[src/rtl/half_sub_feeder.sv]
// Operand serializer for the bit-serial half-subtractor: accepts a minuend/subtrahend word pair
// and presents one bit pair per clock, with back-to-back words joined without a bubble.
module half_sub_feeder #(
   parameter int unsigned WIDTH     = 8,
   parameter bit          MSB_FIRST = 1'b0
) (
   input  logic                      clk,
   input  logic                      rst,
   input  logic                      op_valid,
   output logic                      op_ready,
   input  logic [WIDTH-1:0]          op_a,
   input  logic [WIDTH-1:0]          op_b,
   output logic                      in1,
   output logic                      in2,
   output logic                      bit_valid,
   output logic                      bit_last,
   output logic [$clog2(WIDTH)-1:0]  bit_idx,
   output logic                      busy
);

   localparam int unsigned IDX_W = $clog2(WIDTH);
   localparam logic [IDX_W-1:0] FIRST_IDX   = MSB_FIRST ? IDX_W'(WIDTH - 1) : '0;
   localparam logic [IDX_W-1:0] PRELAST_CNT = IDX_W'(WIDTH - 2);

   typedef enum logic {IDLE, SHIFT} state_t;

   state_t           state;
   logic [WIDTH-1:0] sh_a;
   logic [WIDTH-1:0] sh_b;
   logic [IDX_W-1:0] count;
   logic             accept;

   // A new word may enter while idle or during the final bit of the word in flight.
   assign op_ready = !rst && ((state == IDLE) || bit_last);
   assign accept   = op_valid && op_ready;

   always_ff @(posedge clk) begin
      if (rst) begin
         state     <= IDLE;
         in1       <= 1'b0;
         in2       <= 1'b0;
         bit_valid <= 1'b0;
         bit_last  <= 1'b0;
         bit_idx   <= '0;
         busy      <= 1'b0;
         sh_a      <= '0;
         sh_b      <= '0;
         count     <= '0;
      end else if (accept) begin
         state     <= SHIFT;
         bit_valid <= 1'b1;
         busy      <= 1'b1;
         bit_last  <= 1'b0;
         bit_idx   <= FIRST_IDX;
         count     <= '0;
         // The first bit goes straight to the outputs; the shifters hold the remainder.
         if (MSB_FIRST) begin
            in1  <= op_a[WIDTH-1];
            in2  <= op_b[WIDTH-1];
            sh_a <= op_a << 1;
            sh_b <= op_b << 1;
         end else begin
            in1  <= op_a[0];
            in2  <= op_b[0];
            sh_a <= op_a >> 1;
            sh_b <= op_b >> 1;
         end
      end else if (state == SHIFT) begin
         if (bit_last) begin
            state     <= IDLE;
            in1       <= 1'b0;
            in2       <= 1'b0;
            bit_valid <= 1'b0;
            bit_last  <= 1'b0;
            bit_idx   <= '0;
            busy      <= 1'b0;
            sh_a      <= '0;
            sh_b      <= '0;
            count     <= '0;
         end else begin
            count    <= count + 1'b1;
            bit_last <= (count == PRELAST_CNT);
            if (MSB_FIRST) begin
               bit_idx <= bit_idx - 1'b1;
               in1     <= sh_a[WIDTH-1];
               in2     <= sh_b[WIDTH-1];
               sh_a    <= sh_a << 1;
               sh_b    <= sh_b << 1;
            end else begin
               bit_idx <= bit_idx + 1'b1;
               in1     <= sh_a[0];
               in2     <= sh_b[0];
               sh_a    <= sh_a >> 1;
               sh_b    <= sh_b >> 1;
            end
         end
      end
   end

endmodule

[config.mk]
export PLATFORM = sky130hd
export DESIGN_NAME = half_sub_feeder
export DESIGN_NICKNAME = d
export VERILOG_FILES = /design/src/rtl/half_sub_feeder.sv
export SDC_FILE = /design/constraint.sdc
export NUM_CORES = 1
export LEC_CHECK = 0
export ABC_AREA = 1
export ABC_CLOCK_PERIOD_IN_PS = 1290
export BUFFER_PORTS_ARGS = -buffer_cell sky130_fd_sc_hd__buf_4
export CAP_MARGIN = 15
export CORE_AREA = 2 2 97 52
export CTS_BUF_LIST = sky130_fd_sc_hd__clkbuf_8
export CTS_CLUSTER_DIAMETER = 150
export DETAILED_ROUTE_END_ITERATION = 8
export DIE_AREA = 0 0 99 54
export PLACE_DENSITY = 0.47
export SETUP_SLACK_MARGIN = 0.3
export SYNTH_ARGS = -nofsm -noshare
export SYNTH_HDL_FRONTEND = slang
export SYNTH_SLANG_ARGS = --single-unit
[constraint.sdc]
create_clock -name clk -period 1.29 [get_ports clk]
set_clock_uncertainty 0.15 [all_clocks]
set_input_delay 0.0645 -clock clk [delete_from_list [all_inputs] [get_ports clk]]
set_output_delay 0.0645 -clock clk [all_outputs]
set_load 0.05 [all_outputs]
=== Word-level counts from Yosys, hierarchy flattened ===
Index checks and enable logic that the tools add are counted.

* Register bits: 25
* Bits of input ports: 19
* Output and inout bits: 9
* Word-level logic and storage cells: 42

* $add $sub $neg: 2
* Eq/ne operators: 1
* Muxes and demuxes: 21
* Bitwise logic cells: 1
* Reductions and logical operators: 8

{| class="wikitable"
|+ Operators by type and width
! cell !! count
|-
| $mux W7 || 4
|-
| $mux W1 || 13
|-
| $mux W6 || 2
|-
| $add A3 B1 Y3 const B || 2
|-
| $mux W3 || 2
|-
| $reduce_bool A2 Y1 || 2
|-
| $eq A3 B3 Y1 const B || 1
|-
| $logic_and A1 B1 Y1 || 2
|-
| $reduce_and A2 Y1 || 1
|-
| $reduce_or A2 Y1 || 1
|-
| $logic_not A1 Y1 || 1
|-
| $logic_or A1 B1 Y1 || 1
|-
| $not A1 Y1 || 1
|}

=== Depth between registers and ports, before layout ===
* Depth in word-level cells: 6
* Gate-level depth with buffers: 8
* Mapped depth without buffers: 7

=== Worst setup path before layout ===
OpenSTA, ideal clock, no wires.

* Path kind: register -> output
* Start point: register bit_last
* End point: output op_ready
* Arrival time: 1.768 ns
* Data required time: 1.076 ns
* Slack: -0.692 ns
* Stages on the path, launching flop included: 6
* Path buffers: 1
* Cells stage by stage: dfxtp_1 inv_2 nand2_8 inv_2 buf_4 nor2_1

* Longest elaborated chain between the ends: 2

{| class="wikitable"
|+ RTL lines
! what !! line !! RTL
|-
| start, declared || 16 || <nowiki>output logic bit_last,</nowiki>
|-
| start signal, assigned || 82 || <nowiki>bit_last <= (count == PRELAST_CNT);</nowiki>
|-
| $logic_or A1 B1 Y1 || 34 || <nowiki>assign op_ready = !rst && ((state == IDLE) || bit_last);</nowiki>
|-
| $logic_and A1 B1 Y1 || 34 ||
|-
| end, declared || 10 || <nowiki>output logic op_ready,</nowiki>
|}

Every way passes these cells.

=== Worst setup path in the final report ===
Same ends and word-level chain as after synthesis.

==> run metrics <==
outcome=complete, but fails checks; failing checks=negative hold slack, negative setup slack; initial antenna violation count=0; Area Overhead vs Synth=56.4%; Largest delay share family, worst path=flip-flops; leakage power figure=0.882 nW; post-route cell area=1990 µm²; Post-Synthesis Cell Area=1270 µm²; Finished Layout Cells=290; Synth warnings=0; Gate Count Post-Synth=179; average via count per standard cell=between 4 and 5; Synthesized Nets=about 200; Crit. End Element=output pin; Avg WL per Cell=11.7 µm; fin nets=~250; crit path time final=about 1.4 ns; Hold Crit Class=in2reg; Worst-Skew Late Latency=~0.27 ns; CTS buffer count=3; most frequent cells in the layout=nand2_1, buf_4, nor2_1; sequential area share after synthesis=between 30% and 40%; HPWL after DPL=roughly 2300 µm; fin. max-slew vios=0; clk root buf=clkbuf_8; hold slack=-0.000810 ns; TritonCTS Sinks=25; via count=around 1,200; clk buf depth=2; die area=5350 µm²; largest net degree at the start of global routing=19; critical path class=reg2out; die span in y=54 µm; first-pass GRT wire length=approximately 5400 µm; startpoint types=flop; 1st-iter DRT viols=33; Fin. Hold Viols=1; core box area=4620 µm²; Setup-failing EPs final=15; max-cap viol count=0; Ports=28; Setup TNS=-0.378 ns; GP Congestion=roughly 0.75; placed cell count=around 270; Max-Slew Margin vs Limit=84.0%; Yosys cell types=20; Post-DP Area=1620 µm²; RSZ-0062 raised after global routing=true; I/O Buffers=27; dpl ws=-0.0103 ns; final worst slack=-0.0719 ns; vias in the first global route=~1,000; top cell type's share of synthesized area=between 30% and 40%; Tot GR Track Use=13.5%; Die X=99 µm; Starting Density=between 20 and 30%; WL final=3380 µm; Worst VDD drop=between 400 and 500 µV; CP arrival=1.15 ns; #FFs+latches synth=25; DRC viols=0; H-tree depth=1; Slew @ Worst Pin=0.240 ns; Routed Antenna Nets=0; syn_area_per_cell=7.10 µm²; Crit-path slowest cell=dfxtp_4; CTS tree=yes; Worst Path Max Fanout=3; largest stage delay on the critical path=between 0.3 and 0.4 ns; Row Count=18; clock-pin slew on the worst setup and hold paths=0.09 ns; layout cells sized above 1=roughly 45%; ANT cells=0; fmax=734 MHz; pwr dens=889 nW/µm²; Pre-antenna DRT Iters=4; top cells by area, synth=dfxtp_1, nand2_1, nor2_1; Worst Path Buf+Inv=4; CP Data Required Time=1.08 ns; Overflow after GRT=0; post-synth top area cell=dfxtp_1; CP Cell Sequence=inv_4 -> nand2_8 -> inv_8 -> buf_12 -> nor2_4 -> buf_6; Period Utilization, post-route=106%
## cell usage after synthesis (all sizes together)
| cell type | instances |
|---|---|
| dfxtp | 25 |
| nand3 | 6 |
| clkbuf | 1 |
| ha | 3 |
| nand2 | 41 |
| nor2 | 49 |
| inv | 20 |
| a21oi | 10 |
| or2 | 2 |
| nand4 | 14 |
| buf | 8 |
## state kept, by name, indices dropped and copies added (netlist names)
signal    flops
in1           1
bit_last      1
bit_idx       3
busy          1
sh_b          7
state         1
sh_a          7
count         3
in2           1
## worst paths after layout
kind                            cells past startpoint  slack (ns)     start        to
worst max-delay path                                6       -0.07  bit_last  op_ready
worst min-delay path                                5     -0.0008   op_a[6]   sh_a[5]
worst max register to register                      8       -0.04  bit_last   sh_a[4]
worst min register to register                      2        0.33   sh_b[6]   sh_b[6]
## layer usage
metal / share of wire [%] / wire length, µm / global-route usage (%)
met4: 0.41 / 14 / 2.74
met3: 6.2 / 209 / 4.29
met2: 37 / 1240 / 17.9
met1: 57 / 1920 / 20.6
met5: 0 / 0 / 0
## stage by stage
stage                     utilization (%)  total power [mW]  hold WS, ns
after CTS                            41.0              1.76      0.00460
after floorplan                         -              1.09       0.0603
after detailed placement             35.0              1.22        0.191
final                                43.1              1.77    -0.000810
after global routing                 43.1              1.88       0.0269
after global placement               35.0              1.22        0.190
## cell families after synthesis
family | Yosys count | synth area share (%)
AND/OR/NAND/NOR | 112 | 42.0
AO/OA/AOI/OAI | 10 | 3.94
adder cells (fa/ha/maj) | 3 | 2.95
buffers and inverters | 29 | 11.7
flip-flops | 25 | 39.4
## repair_timing
item,in CTS,in global routing
pin swaps,8,12
gates cloned,1,0
hold buffers,4,0
setup endpoints to repair,34,34
endpoints found under the hold margin,4,0
setup buffers,6,6
resized for setup,42,16
## report_power, final
| part | total [mW] | internal, mW | switching [mW] |
|---|---|---|---|
| registers | 0.835 | 0.805 | 0.0297 |
| logic | 0.468 | 0.218 | 0.251 |
| clock network | 0.463 | 0.213 | 0.250 |
| total | 1.77 | 1.24 | 0.531 |
## worst reg2reg max path: cells and delay by family, from the launching register on
| family | cells | cell delay, ns |
|---|---|---|
| buf+inv | 3 | 0.37 |
| flops | 1 | 0.36 |
| simple gates | 5 | 0.34 |
## layout make-up
cell class / instances / area [µm²]
inverter: 20 / 87.6
sequential: 25 / 523
clock inverter: 1 / 3.75
timing repair buffer: 56 / 541
multi-input combinational: 125 / 717
clock buffer: 3 / 41.3
fill: 476 / 2630
tap: 60 / 75.1
Note: power is estimated with default switching activity, not from simulation.
